### src/rtl/aes_frame_tx_pkg.sv
// Shared AES host-side definitions: key sizes, process select, frame length and
// the transmitter state encoding.
package aes_pkg;

    localparam int AES_KEY128_BYTES = 16;
    localparam int AES_KEY192_BYTES = 24;
    localparam int AES_KEY256_BYTES = 32;

    localparam logic PROC_DECRYPT = 1'b0;
    localparam logic PROC_ENCRYPT = 1'b1;

    typedef enum logic [3:0] {
        TX_IDLE,
        TX_START,
        TX_DATA,
        TX_KSIZE,
        TX_KEY,
        TX_PROC,
        TX_DONE,
        TX_GAP,
        TX_REJECT
    } tx_state_t;

    // Bytes for which 'we' is high: start + 16 data + ksize + K key + proc.
    function automatic logic [5:0] frame_bytes(input logic [5:0] kbytes);
        return 6'd19 + kbytes;
    endfunction

    function automatic logic key_size_legal(input logic [5:0] kbytes);
        return (kbytes == 6'(AES_KEY128_BYTES)) ||
               (kbytes == 6'(AES_KEY192_BYTES)) ||
               (kbytes == 6'(AES_KEY256_BYTES));
    endfunction

endpackage

### src/rtl/aes_frame_tx_if.sv
// Job request handshake plus the byte-load pins towards the AES core.
interface aes_frame_tx_if;

    logic         req_valid;
    logic         req_ready;
    logic [127:0] req_data;
    logic [255:0] req_key;
    logic [5:0]   req_keybytes;
    logic         req_encrypt;
    logic         we;
    logic [7:0]   Indata;
    logic         done;
    logic         err;

    modport master (
        output req_valid, req_data, req_key, req_keybytes, req_encrypt,
        input  req_ready, we, Indata, done, err
    );

    modport slave (
        input  req_valid, req_data, req_key, req_keybytes, req_encrypt,
        output req_ready, we, Indata, done, err
    );

endinterface

### src/rtl/aes_frame_tx_byte_serializer.sv
// Parallel-load shift register that presents its most significant byte and
// moves the next byte up on every shift.
module byte_serializer #(
    parameter int WIDTH = 384
) (
    input  logic             clk,
    input  logic             reset,
    input  logic             load,
    input  logic [WIDTH-1:0] load_data,
    input  logic             shift,
    output logic [7:0]       top_byte
);

    logic [WIDTH-1:0] shreg_q;

    always_ff @(posedge clk or negedge reset) begin
        if (!reset) begin
            shreg_q <= '0;
        end else if (load) begin
            shreg_q <= load_data;
        end else if (shift) begin
            shreg_q <= {shreg_q[WIDTH-9:0], 8'h00};
        end
    end

    assign top_byte = shreg_q[WIDTH-1 -: 8];

endmodule

### src/rtl/aes_frame_tx.sv
// Accepts one AES job and streams it to the core as start, data, key-size,
// key and process bytes, with registered outputs throughout.
module aes_frame_tx #(
    parameter int GAP_CYCLES = 0
) (
    input  logic           clk,
    input  logic           reset,
    aes_frame_tx_if.slave  bus
);

    import aes_pkg::*;

    localparam logic [5:0] GAP_LAST = (GAP_CYCLES > 0) ? 6'(GAP_CYCLES - 1) : 6'd0;

    tx_state_t  state_q, state_d;
    logic [5:0] cnt_q, cnt_d;
    logic [5:0] kbytes_q, kbytes_d;
    logic       enc_q, enc_d;
    logic       we_q, we_d;
    logic [7:0] indata_q, indata_d;
    logic       done_q, done_d;
    logic       err_q, err_d;
    logic       ready_q, ready_d;

    logic       accept;
    logic       ser_shift;
    logic [7:0] ser_top;

    // ready_q is only ever high while state_q is IDLE, so it alone gates acceptance.
    assign accept    = bus.req_valid && ready_q;
    assign ser_shift = (state_d == TX_DATA) || (state_d == TX_KEY);

    byte_serializer #(.WIDTH(384)) u_ser (
        .clk       (clk),
        .reset     (reset),
        .load      (accept),
        .load_data ({bus.req_data, bus.req_key}),
        .shift     (ser_shift),
        .top_byte  (ser_top)
    );

    always_comb begin
        state_d  = state_q;
        cnt_d    = '0;
        kbytes_d = kbytes_q;
        enc_d    = enc_q;
        unique case (state_q)
            TX_IDLE: begin
                if (accept) begin
                    kbytes_d = bus.req_keybytes;
                    enc_d    = bus.req_encrypt;
                    state_d  = key_size_legal(bus.req_keybytes) ? TX_START : TX_REJECT;
                end
            end
            TX_START: state_d = TX_DATA;
            TX_DATA: begin
                if (cnt_q == 6'd15) state_d = TX_KSIZE;
                else                cnt_d   = cnt_q + 6'd1;
            end
            TX_KSIZE: state_d = TX_KEY;
            TX_KEY: begin
                if (cnt_q == kbytes_q - 6'd1) state_d = TX_PROC;
                else                          cnt_d   = cnt_q + 6'd1;
            end
            TX_PROC: state_d = TX_DONE;
            TX_DONE: state_d = (GAP_CYCLES > 0) ? TX_GAP : TX_IDLE;
            TX_GAP: begin
                if (cnt_q == GAP_LAST) state_d = TX_IDLE;
                else                   cnt_d   = cnt_q + 6'd1;
            end
            TX_REJECT: state_d = TX_IDLE;
            default:   state_d = TX_IDLE;
        endcase
    end

    // Outputs are decoded from the next state so each one is a plain register.
    always_comb begin
        we_d     = state_d inside {TX_START, TX_DATA, TX_KSIZE, TX_KEY, TX_PROC};
        done_d   = (state_d == TX_DONE);
        err_d    = (state_d == TX_REJECT);
        ready_d  = (state_d == TX_IDLE);
        indata_d = 8'h00;
        unique case (state_d)
            TX_DATA, TX_KEY: indata_d = ser_top;
            TX_KSIZE:        indata_d = {2'b00, kbytes_d};
            TX_PROC:         indata_d = {7'd0, enc_d};
            default:         indata_d = 8'h00;
        endcase
    end

    always_ff @(posedge clk or negedge reset) begin
        if (!reset) begin
            state_q  <= TX_IDLE;
            cnt_q    <= '0;
            kbytes_q <= '0;
            enc_q    <= 1'b0;
            we_q     <= 1'b0;
            indata_q <= 8'h00;
            done_q   <= 1'b0;
            err_q    <= 1'b0;
            ready_q  <= 1'b0;
        end else begin
            state_q  <= state_d;
            cnt_q    <= cnt_d;
            kbytes_q <= kbytes_d;
            enc_q    <= enc_d;
            we_q     <= we_d;
            indata_q <= indata_d;
            done_q   <= done_d;
            err_q    <= err_d;
            ready_q  <= ready_d;
        end
    end

    assign bus.req_ready = ready_q;
    assign bus.we        = we_q;
    assign bus.Indata    = indata_q;
    assign bus.done      = done_q;
    assign bus.err       = err_q;

endmodule

### src/flat_wrapper.sv
// flat-port wrapper written by rule: the top's interface ports become plain ports
module aes_frame_tx_flat import aes_pkg::*;
#(
    parameter int GAP_CYCLES = 0
)
  (clk, reset, bus_req_valid, bus_req_data, bus_req_key, bus_req_keybytes, bus_req_encrypt, bus_req_ready, bus_we, bus_Indata, bus_done, bus_err);
  aes_frame_tx_if bus_i ();
  input  logic clk;
  input  logic reset;
  input wire logic [$bits(bus_i.req_valid)-1:0] bus_req_valid;
  input wire logic [$bits(bus_i.req_data)-1:0] bus_req_data;
  input wire logic [$bits(bus_i.req_key)-1:0] bus_req_key;
  input wire logic [$bits(bus_i.req_keybytes)-1:0] bus_req_keybytes;
  input wire logic [$bits(bus_i.req_encrypt)-1:0] bus_req_encrypt;
  output wire logic [$bits(bus_i.req_ready)-1:0] bus_req_ready;
  output wire logic [$bits(bus_i.we)-1:0] bus_we;
  output wire logic [$bits(bus_i.Indata)-1:0] bus_Indata;
  output wire logic [$bits(bus_i.done)-1:0] bus_done;
  output wire logic [$bits(bus_i.err)-1:0] bus_err;
  assign bus_i.req_valid = bus_req_valid;
  assign bus_i.req_data = bus_req_data;
  assign bus_i.req_key = bus_req_key;
  assign bus_i.req_keybytes = bus_req_keybytes;
  assign bus_i.req_encrypt = bus_req_encrypt;
  assign bus_req_ready = bus_i.req_ready;
  assign bus_we = bus_i.we;
  assign bus_Indata = bus_i.Indata;
  assign bus_done = bus_i.done;
  assign bus_err = bus_i.err;
  aes_frame_tx #(.GAP_CYCLES(GAP_CYCLES)) u_core (.clk(clk), .reset(reset), .bus(bus_i));
endmodule
### config.mk
export PLATFORM = sky130hd
export DESIGN_NAME = aes_frame_tx_flat
export DESIGN_NICKNAME = d
export VERILOG_FILES = /design/src/rtl/aes_frame_tx_pkg.sv /design/src/rtl/aes_frame_tx_if.sv /design/src/rtl/aes_frame_tx_byte_serializer.sv /design/src/rtl/aes_frame_tx.sv /design/src/flat_wrapper.sv
export SDC_FILE = /design/constraint.sdc
export NUM_CORES = 1
export LEC_CHECK = 0
export ABC_AREA = 1
export BUFFER_PORTS_ARGS = -buffer_cell sky130_fd_sc_hd__buf_2
export CAP_MARGIN = 25
export CORE_UTILIZATION = 40
export CTS_CLUSTER_DIAMETER = 50
export DETAILED_ROUTE_END_ITERATION = 12
export SETUP_SLACK_MARGIN = 0.2
export SLEW_MARGIN = 20
export SYNTH_ARGS = -nofsm -noshare
export SYNTH_HDL_FRONTEND = slang
export SYNTH_SLANG_ARGS = --single-unit
### constraint.sdc
create_clock -name clk -period 3.8 [get_ports clk]
set_input_delay 0.38 -clock clk [delete_from_list [all_inputs] [get_ports clk]]
set_output_delay 0.38 -clock clk [all_outputs]
set_load 0.02 [all_outputs]
==> run_results.csv <==
group,metric,value,unit
outcome,outcome,"completed",
route,first_pass_iters,6,
timing,setup_tns,0,ns
clocking,hold_buffers,9,
flow_run,maxCapViolations,0,
floorplanning,die_w,235.4,µm
power_and_ir_drop,p_leak,0.01537,µW
timing,slew_headroom,20.14,%
timing,setup_viol,0,
timing,tightest_slew,1.198,ns
layout,fin_nets,3757,
power_and_ir_drop,swShare,22.24,%
logic_synthesis,synth_top_cell_by_area,"dfrtp_1",
logic_synthesis,syn_inst,3110,
clocking,root_buffer,"clkbuf_16",
timing,finalMaxSlewViolations,0,
power_and_ir_drop,power_density,390.2,nW/µm²
global_routing,grt_max_degree,236,
clocking,htreeDepth,2,
layout,fillCellCount,5470,
logic_synthesis,synth_edf_count,0,
floorplanning,fp.dieH,235.4,µm
logic_synthesis,syn_avg_cell_area,7.004,µm²
route,vias,21205,
route,drt-initial-drc-count,1941,
floorplanning,dieArea,55390,µm²
clocking,cts_tree,"yes",
power_and_ir_drop,pwr-share-seq,43.2,%
route,wl_met3,4304,µm
logic_synthesis,synth_top_area_share,47.45,%
timing,finClkSkew,0.02149,ns
logic_synthesis,yosys_warnings,0,
critical_path,ff2ff_setup_slack,0.66,ns
logic_synthesis,ys_ff_latch,413,
critical_path,r2r_end,"u_core.u_ser.shreg_q[106]$_DFFE_PN0P_",
route,viasPerCell,5.163,
logic_synthesis,synthFlopType,"dfrtp_1",
min_path,min_from,"bus_req_keybytes[4]",
logic_synthesis,syn-cell-area,21780,µm²
timing,fmax,318.3,MHz
route,wl_met2,30480,µm
floorplanning,initial_core_util,40.47,%
floorplanning,core_area,53810,µm²
critical_path,crit_type,"register to register",
place,port_buffers,405,
logic_synthesis,synth_seq_area_share,47.45,%
place,place_congestion,0.8400,
clocking,cts_sinks,413,
logic_synthesis,synth_nets,3507,
timing,fin_crit_sh,82.67,%
timing,period_needed,3.141,ns
clocking,cts_setup_buffers,0,
floorplanning,io_pins,406,
critical_path,rr_worst_depth,14,
power_and_ir_drop,p_comb_share,3.5,%
layout,syn_to_final_growth,19.90,%
clocking,clock_latency,0.60,ns
power_and_ir_drop,p_int,7925,µW
critical_path,critPathMaxFanout,59,
timing,fin_hold_ws,0.05252,ns
route,drc,0,
place,dp_cells,3991,
route,highest_layer,"met5",
logic_synthesis,async_flop_share,100.0,%
clocking,cts-resized-gates,0,
global_routing,grt_pass1_wl,107300,µm
route,routedWlPerCell,16.03,µm
route,ant_nets,0,
critical_path,crit_path_end_kind,"register",
power_and_ir_drop,ir_worst_vdd,0.0002978,V
min_path,hold_class,"input port to register",
critical_path,cp.required,4.27,ns
power_and_ir_drop,power.switching,2267,µW
critical_path,arrival,3.61,ns
power_and_ir_drop,clkPwrFrac,53.3,%
critical_path,reg2reg_from,"u_core.kbytes_q[0]$_DFF_PN0_",
clocking,clk_pin_slew,0.06,ns
timing,rsz0062_at_grt,"false",
route,drt-total-wl,65840,µm
global_routing,grt_pass1_vias,20443,
logic_synthesis,yosysUniqueCellTypes,35,
place,place_hpwl,40170,µm
layout,drive_gt1_share,15.94,%
clocking,cts_inserted_buffers,54,
layout,finalNonFillerCells,4107,
clocking,clockBufferDepth,3,
min_path,hold_depth,3,
global_routing,globalRouteOverflowTotal,0,
floorplanning,fp-row-count,85,
layout,post-route-util,48.53,%
min_path,whs_endpoint,"u_core.kbytes_q[4]$_DFF_PN0_",
logic_synthesis,synthTopCellsByArea,"dfrtp_1, nand2_1, nand4_1",
global_routing,grtUsageTotal,23.49,%
global_routing,grt_antenna_before_repair,19,
route,wl_met1,29430,µm
critical_path,cp-start-kind,"register",
timing,hold_violations,0,
routing by layer:
layer  vias to the layer above  track usage (%)
li1                      10475                -
met1                     10010            32.55
met2                       589            36.89
met3                       113            5.124
met4                        18            6.793
met5                         -                0
power groups by stage:
stage          clock (µW)  sequential [µW]  combinational [µW]
2_1_floorplan           0             4480                1.06
3_3_place_gp            0             4480                 357
3_5_place_dp            0             4480                 356
4_1_cts              5550             4400                 365
5_1_grt              5750             4400                 390
6_report             5440             4400                 355
flip-flops by register name, summed over array words and instances, names as in the netlist:
name,count
u_core.cnt_q,6
u_core.state_q,4
u_core.u_ser.shreg_q,384
u_core.bus.err,1
u_core.bus.Indata,8
u_core.bus.we,1
u_core.kbytes_q,6
u_core.enc_q,1
u_core.bus.req_ready,1
u_core.bus.done,1
stage by stage:
| step | power [µW] | setup slack, ns | area (µm²) |
|---|---|---|---|
| 2_1_floorplan | 4480 | 1.656 | 21780 |
| 3_3_place_gp | 4835 | 0.7953 | 24090 |
| 3_5_place_dp | 4834 | 0.7255 | 24090 |
| 4_1_cts | 10310 | 0.6796 | 26090 |
| 5_1_grt | 10540 | 0.3834 | 26110 |
| 6_report | 10190 | 0.6586 | 26120 |
synthesized netlist by cell type, types with 2 or more instances:
cell,count
nand2_1,1957
dfrtp_1,413
nand4_1,385
clkbuf_1,158
buf_2,65
inv_1,25
buf_4,20
nor2_1,19
nand3_1,15
buf_1,7
o21ai_0,7
and2_1,5
nor3_1,4
ha_1,3
a21oi_1,2
and3_1,2
buf_6,2
inv_2,2
nand4_2,2
nor2_2,2
cell type report:
type	count	area, µm²	area share [%]
Antenna cell	10	25.02	0.09582
Clock buffer	71	1559	5.970
Clock inverter	26	349.1	1.337
Inverter	28	112.6	0.4312
Multi-Input combinational cell	2417	10250	39.23
Sequential cell	413	10330	39.57
Tap cell	696	870.8	3.335
Timing Repair Buffer	446	2618	10.02
placed cells by master (no fill, tap or decap), types with 5 or more instances in the layout:
| cell type | n |
|---|---|
| nand2_1 | 1957 |
| dfrtp_1 | 413 |
| buf_2 | 404 |
| nand4_1 | 385 |
| clkbuf_16 | 57 |
| inv_1 | 25 |
| buf_12 | 20 |
| nor2_1 | 19 |
| nand3_1 | 15 |
| buf_4 | 12 |
| diode_2 | 10 |
| dlygate4sd3_1 | 9 |
| clkbuf_8 | 8 |
| o21ai_0 | 7 |
| bufinv_16 | 7 |
| clkinv_2 | 7 |
| clkbuf_1 | 6 |
| and2_1 | 5 |
critical path, stage by stage (launching register included):
cell	delay [ns]
dfrtp_1	0.37
inv_1	0.15
ha_1	0.23
inv_1	0.06
nand2_1	0.09
nand2_1	0.07
nand2_1	0.06
nand3_1	0.07
nor2_1	0.17
nand4_2	0.21
nand4_4	0.29
nand3_4	0.57
buf_12	0.44
nand2_1	0.11
nand2_1	0.05
kinds of logic (layout without fill, tap and decap cells):
family	Yosys count	count (layout)	share of synthesized area, %
buffers and inverters	280	571	5.612
other	0	10	0
AOI/OAI and AO/OA	15	15	0.4251
and+or+nand+nor	2396	2396	46.21
adders and majority gates	3	3	0.1724
xor gates and xnor gates	2	2	0.08044
muxes	1	1	0.05170
DFF	413	413	47.45
worst max path at each step:
stage          cells after the start                    startpoint                                    end
3_5_place_dp                      14  u_core.kbytes_q[0]$_DFF_PN0_  u_core.u_ser.shreg_q[160]$_DFFE_PN0P_
4_1_cts                           14  u_core.kbytes_q[0]$_DFF_PN0_  u_core.u_ser.shreg_q[150]$_DFFE_PN0P_
5_1_grt                           14  u_core.kbytes_q[0]$_DFF_PN0_  u_core.u_ser.shreg_q[150]$_DFFE_PN0P_
3_3_place_gp                      13  u_core.kbytes_q[0]$_DFF_PN0_  u_core.u_ser.shreg_q[379]$_DFFE_PN0P_
2_1_floorplan                     13  u_core.kbytes_q[0]$_DFF_PN0_   u_core.u_ser.shreg_q[33]$_DFFE_PN0P_
6_report                          14  u_core.kbytes_q[0]$_DFF_PN0_  u_core.u_ser.shreg_q[106]$_DFFE_PN0P_
(Power assumes the default switching activity.)
